===== config.mk =====
export PLATFORM = sky130hd
export DESIGN_NAME = store_op_buffer_flat
export DESIGN_NICKNAME = d
export VERILOG_FILES = /design/src/rtl/core_pkg.sv /design/src/rtl/store_op_buffer_if.sv /design/src/rtl/op_fifo.sv /design/src/rtl/store_op_buffer.sv /design/src/flat_wrapper.sv
export SDC_FILE = /design/constraint.sdc
export NUM_CORES = 1
export LEC_CHECK = 0
export BUFFER_PORTS_ARGS = -buffer_cell sky130_fd_sc_hd__buf_2
export CAP_MARGIN = 20
export CORE_MARGIN = 2
export CORE_UTILIZATION = 45
export DETAILED_ROUTE_END_ITERATION = 7
export GPL_TIMING_DRIVEN = 0
export HOLD_SLACK_MARGIN = 0.15
export PLACE_DENSITY = 0.65
export SLEW_MARGIN = 10
export SYNTH_ARGS = -nofsm -noshare
export SYNTH_HDL_FRONTEND = slang
export SYNTH_HIERARCHICAL = 1
export SYNTH_SLANG_ARGS = --single-unit

===== constraint.sdc =====
create_clock -name clk_i -period 5.9 [get_ports clk_i]
set_input_delay 0.885 -clock clk_i [delete_from_list [all_inputs] [get_ports clk_i]]
set_output_delay 0.885 -clock clk_i [all_outputs]
set_load 0.1 [all_outputs]

===== src/rtl/core_pkg.sv =====
// Shared vector-core types and store-path defaults used by the core and the memory adaptor.
package core_pkg;

  localparam int unsigned VrfDataW = 64;

  typedef logic [VrfDataW-1:0] vrf_data_t;

  localparam int unsigned StoreBufDepth = 4;
  localparam int unsigned StoreBurstLen = 4;

  // Burst beat counter width; a single-beat burst still needs one bit of state.
  function automatic int unsigned beat_width(input int unsigned burst_len);
    return (burst_len > 1) ? $clog2(burst_len) : 1;
  endfunction

endpackage


===== src/rtl/store_op_buffer_if.sv =====
// Core-side valid/grant and memory-side valid/ready signals of the store operand buffer.
interface store_op_buffer_if
  import core_pkg::*;
#(
  parameter int unsigned Depth = StoreBufDepth
) ();

  localparam int unsigned CntW = $clog2(Depth + 1);

  logic            store_op_valid_i;
  vrf_data_t       store_op_i;
  logic            store_op_gnt_o;
  logic            mem_valid_o;
  vrf_data_t       mem_data_o;
  logic            mem_last_o;
  logic            mem_ready_i;
  logic [CntW-1:0] count_o;
  logic            full_o;
  logic            empty_o;

  // Buffer side
  modport slave (
    input  store_op_valid_i, store_op_i, mem_ready_i,
    output store_op_gnt_o, mem_valid_o, mem_data_o, mem_last_o, count_o, full_o, empty_o
  );

  // Core and memory side
  modport master (
    output store_op_valid_i, store_op_i, mem_ready_i,
    input  store_op_gnt_o, mem_valid_o, mem_data_o, mem_last_o, count_o, full_o, empty_o
  );

endinterface


===== src/rtl/op_fifo.sv =====
// Depth-entry FIFO of vector operands; head is read straight from storage (no fall-through).
module op_fifo
  import core_pkg::*;
#(
  parameter  int unsigned Depth = StoreBufDepth,
  localparam int unsigned CntW  = $clog2(Depth + 1)
) (
  input  logic            clk_i,
  input  logic            rst_i,
  input  logic            push,
  input  vrf_data_t       wdata,
  input  logic            pop,
  output vrf_data_t       rdata,
  output logic [CntW-1:0] count,
  output logic            full,
  output logic            empty
);

  localparam int unsigned PtrW = $clog2(Depth);

  vrf_data_t       mem_q [Depth];
  logic [PtrW-1:0] wr_ptr_q;
  logic [PtrW-1:0] rd_ptr_q;
  logic [CntW-1:0] count_q;
  logic            do_push;
  logic            do_pop;

  assign full    = (count_q == CntW'(Depth));
  assign empty   = (count_q == '0);
  assign do_push = push && !full;
  assign do_pop  = pop && !empty;
  assign count   = count_q;
  assign rdata   = mem_q[rd_ptr_q];

  // Storage carries no reset; only valid entries are ever presented.
  always_ff @(posedge clk_i) begin
    if (do_push) mem_q[wr_ptr_q] <= wdata;
  end

  // Pointers wrap naturally since Depth is a power of two; count separates full from empty.
  always_ff @(posedge clk_i or posedge rst_i) begin
    if (rst_i) begin
      wr_ptr_q <= '0;
      rd_ptr_q <= '0;
      count_q  <= '0;
    end else begin
      if (do_push) wr_ptr_q <= wr_ptr_q + PtrW'(1);
      if (do_pop)  rd_ptr_q <= rd_ptr_q + PtrW'(1);
      case ({do_push, do_pop})
        2'b10:   count_q <= count_q + CntW'(1);
        2'b01:   count_q <= count_q - CntW'(1);
        default: count_q <= count_q;
      endcase
    end
  end

endmodule


===== src/rtl/store_op_buffer.sv =====
// Elastic store-operand buffer: core valid/grant in, memory valid/ready out, fixed-length bursts.
module store_op_buffer
  import core_pkg::*;
#(
  parameter int unsigned Depth    = StoreBufDepth,
  parameter int unsigned BurstLen = StoreBurstLen
) (
  input logic              clk_i,
  input logic              rst_i,
  store_op_buffer_if.slave bus
);

  localparam int unsigned CntW  = $clog2(Depth + 1);
  localparam int unsigned BeatW = beat_width(BurstLen);

  logic             push;
  logic             pop;
  logic             full;
  logic             empty;
  logic [CntW-1:0]  count;
  vrf_data_t        head;
  logic [BeatW-1:0] beat_q;
  logic             beat_wrap;

  // Grant looks only at occupancy, never at mem_ready: a pop cannot free a slot in the same cycle.
  assign push = bus.store_op_valid_i && !full;
  assign pop  = !empty && bus.mem_ready_i;

  op_fifo #(
    .Depth (Depth)
  ) u_op_fifo (
    .clk_i (clk_i),
    .rst_i (rst_i),
    .push  (push),
    .wdata (bus.store_op_i),
    .pop   (pop),
    .rdata (head),
    .count (count),
    .full  (full),
    .empty (empty)
  );

  assign beat_wrap = (beat_q == BeatW'(BurstLen - 1));

  // Beat position only moves on a pop, so a burst may straddle stalls and idle gaps.
  always_ff @(posedge clk_i or posedge rst_i) begin
    if (rst_i) begin
      beat_q <= '0;
    end else if (pop) begin
      beat_q <= beat_wrap ? '0 : beat_q + BeatW'(1);
    end
  end

  assign bus.store_op_gnt_o = push;
  assign bus.mem_valid_o    = !empty;
  assign bus.mem_data_o     = head;
  assign bus.mem_last_o     = !empty && beat_wrap;
  assign bus.count_o        = count;
  assign bus.full_o         = full;
  assign bus.empty_o        = empty;

endmodule

===== src/flat_wrapper.sv =====
// flat-port wrapper written by rule: the top's interface ports become plain ports
module store_op_buffer_flat import core_pkg::*;
#(
  parameter int unsigned Depth    = StoreBufDepth,
  parameter int unsigned BurstLen = StoreBurstLen
)
  (clk_i, rst_i, bus_store_op_valid_i, bus_store_op_i, bus_mem_ready_i, bus_store_op_gnt_o, bus_mem_valid_o, bus_mem_data_o, bus_mem_last_o, bus_count_o, bus_full_o, bus_empty_o);
  store_op_buffer_if #(.Depth(Depth)) bus_i ();
  input logic clk_i;
  input logic rst_i;
  input wire logic [$bits(bus_i.store_op_valid_i)-1:0] bus_store_op_valid_i;
  input wire logic [$bits(bus_i.store_op_i)-1:0] bus_store_op_i;
  input wire logic [$bits(bus_i.mem_ready_i)-1:0] bus_mem_ready_i;
  output wire logic [$bits(bus_i.store_op_gnt_o)-1:0] bus_store_op_gnt_o;
  output wire logic [$bits(bus_i.mem_valid_o)-1:0] bus_mem_valid_o;
  output wire logic [$bits(bus_i.mem_data_o)-1:0] bus_mem_data_o;
  output wire logic [$bits(bus_i.mem_last_o)-1:0] bus_mem_last_o;
  output wire logic [$bits(bus_i.count_o)-1:0] bus_count_o;
  output wire logic [$bits(bus_i.full_o)-1:0] bus_full_o;
  output wire logic [$bits(bus_i.empty_o)-1:0] bus_empty_o;
  assign bus_i.store_op_valid_i = bus_store_op_valid_i;
  assign bus_i.store_op_i = bus_store_op_i;
  assign bus_i.mem_ready_i = bus_mem_ready_i;
  assign bus_store_op_gnt_o = bus_i.store_op_gnt_o;
  assign bus_mem_valid_o = bus_i.mem_valid_o;
  assign bus_mem_data_o = bus_i.mem_data_o;
  assign bus_mem_last_o = bus_i.mem_last_o;
  assign bus_count_o = bus_i.count_o;
  assign bus_full_o = bus_i.full_o;
  assign bus_empty_o = bus_i.empty_o;
  store_op_buffer #(.Depth(Depth), .BurstLen(BurstLen)) u_core (.clk_i(clk_i), .rst_i(rst_i), .bus(bus_i));
endmodule

==> flow_summary.json <==
{
  "hold_buffers": 0,
  "tightest_slew_ps": 638,
  "nets": 629,
  "hold_viol_final": 0,
  "firstDrtPassIters": 4,
  "clk-insertion-delay-late_ps": 530,
  "post-route-min-period_ps": 3080,
  "fin_util_pct": 55.5,
  "routedWlPerCell_um": 20.1,
  "critPathArrivalTime_ps": 2190,
  "path_clk_slew_ps": 60,
  "timing.rr.end": "u_core/u_op_fifo/mem_q[2][19]",
  "clockRootBuffer": "clkbuf_16",
  "start_util_pct": 46.1,
  "diodes": 0,
  "final_cell_mix": "edfxtp_1 (256), buf_2 (145), mux4_2 (64)",
  "setup_viol": 0,
  "max_freq_mhz": 325,
  "criticalPathCategory": "reg2out",
  "postRouteAntennaNets": 0,
  "grt_pass1_wl_um": 25800,
  "synth_seq_area_share_pct": 80.8,
  "slew_headroom_pct": 57.5,
  "timing.rr.start": "u_core/u_op_fifo/count[2]",
  "clock_skew_ps": 12.8,
  "crit_required_ps": 5020,
  "die_y_um": 152,
  "io_pins": 140,
  "final_common_cell": "edfxtp_1",
  "netlist_instances": 383,
  "gr-total-overflow": 0,
  "ys_seq_elements": 265,
  "cts_max_path_buffers": 3,
  "setup_tns_ps": 0,
  "antenna_found_initial": 1,
  "tritoncts": "yes",
  "die-area_um2": 23000,
  "routed_wl_um": 17000,
  "outcome": "finished clean",
  "finalMaxSlewViolations": 0,
  "place.gp.congestion": 0.720,
  "hpwl_um": 10600,
  "r2r_cells": 5,
  "viasPerCell": 5.20,
  "rows": 53,
  "grt_max_degree": 39,
  "first_global_vias": 4784,
  "clkSinkCount": 265,
  "area_growth_pct": 20.2,
  "syn_area_per_cell_um2": 25.6,
  "drt_iter0_drc": 233,
  "syn_area_um2": 9790,
  "finalNonFillerCells": 849,
  "r2r_slack_ps": 3650,
  "post_cts_buffers": 0,
  "ys_warn_count": 6,
  "synth_cell_type_count": 25,
  "postPlaceCellArea_um2": 11000,
  "fin_area_um2": 11800,
  "cts_resized": 0,
  "dr_total_vias": 4413,
  "endpoint_kind": "output port",
  "worst-path-max-fanout": 10,
  "die_w_um": 152,
  "drc": 0,
  "fin_crit_sh_pct": 52.2,
  "h-tree-depth": 1,
  "cts-buffers-inserted": 26,
  "dp_cells": 801,
  "critPathLaunchType": "register",
  "rsz0062_at_grt": "no",
  "io_buffers": 139,
  "synth_nets": 458,
  "hp-class": "in2async",
  "drive_above_1_share_pct": 46.5,
  "max-cap-violations": 0,
  "track_usage_pct": 15.0,
  "core_area_um2": 21200
}
[registers in the layout, summed over array words and instances (netlist names)]
| signal | cells |
|---|---|
| u_core/u_op_fifo/mem_q | 256 |
| u_core/u_op_fifo/count | 3 |
| u_core/u_op_fifo/wr_ptr_q | 2 |
| u_core/beat_q | 2 |
| u_core/u_op_fifo/rd_ptr_q | 2 |
[cell type report]
type	count	area, um2
inverters	9	33.8
clock buffers	30	666
plain buffers	14	105
well taps	275	344
multi-input cells	95	1750
repair buffers	143	806
clock inverters	18	151
fillers	1612	9450
flip-flops and latches	265	7910
[cell usage after synthesis, drive strengths merged]
master	count	share of area [%]
mux2	3	0.42
nor3b	1	0.13
nand2	1	0.038
nor2b	3	0.29
nor2	2	0.077
ha	6	0.77
and2b	1	0.089
clkbuf	1	0.038
xnor2	3	0.27
o31a	1	0.089
dfrtp	9	2.3
mux2i	1	0.10
inv	9	0.34
xor2	3	0.27
and2	4	0.26
edfxtp	256	79
fa	1	0.20
nor3	1	0.051
mux4	64	15
buf	13	1.0
[cells by family (layout without fill, tap and decap cells)]
kind of cell    count (synthesis)  in the layout  share of synthesized area (%)
flops                         265            265                           80.8
mux                            68             68                           15.2
buf+inv                        23            214                           1.42
simple gates                   13             13                          0.933
fa+ha+maj                       7              7                          0.971
xor+xnor                        6              6                          0.537
compound gates                  1              1                         0.0895
[worst max-delay path by stage]
stage / startpoint / to / slack [ps] / cells past startpoint
after floorplan: u_core/u_op_fifo/count[0] / bus_mem_valid_o / 420 / 2
after global placement: bus_store_op_valid_i / u_core/u_op_fifo/mem_q[1][30] / 1330 / 4
after detailed placement: bus_store_op_valid_i / u_core/u_op_fifo/mem_q[3][19] / 3270 / 5
after CTS: u_core/u_op_fifo/rd_ptr_q[0] / bus_mem_data_o[17] / 2750 / 4
after global routing: u_core/u_op_fifo/rd_ptr_q[0] / bus_mem_data_o[50] / 2690 / 4
final: u_core/u_op_fifo/rd_ptr_q[0] / bus_mem_data_o[17] / 2820 / 4
[routing by layer]
metal	vias up	share of wire [%]	GRT usage (%)
met5	-	0.065	0
met4	2	2.3	4.40
met3	33	5.5	3.17
met2	116	51	25.8
met1	2293	41	19.3
li1	1969	-	-
[worst max-delay path: stages, from the launching register on]
cell     delay, ps
dfrtp_1        400
buf_6          210
buf_6          210
mux4_2         540
buf_2          310
[through the flow]
step | setup slack (ps) | hold WS (ps)
CTS | 2750 | 185
global route | 2690 | 197
detailed placement | 3270 | 526
global placement | 1330 | 501
floorplan | 420 | 486
finish | 2820 | 212
Power is not shown: default switching activity piles up to over one toggle a cycle in this logic, so the estimate is an artifact.
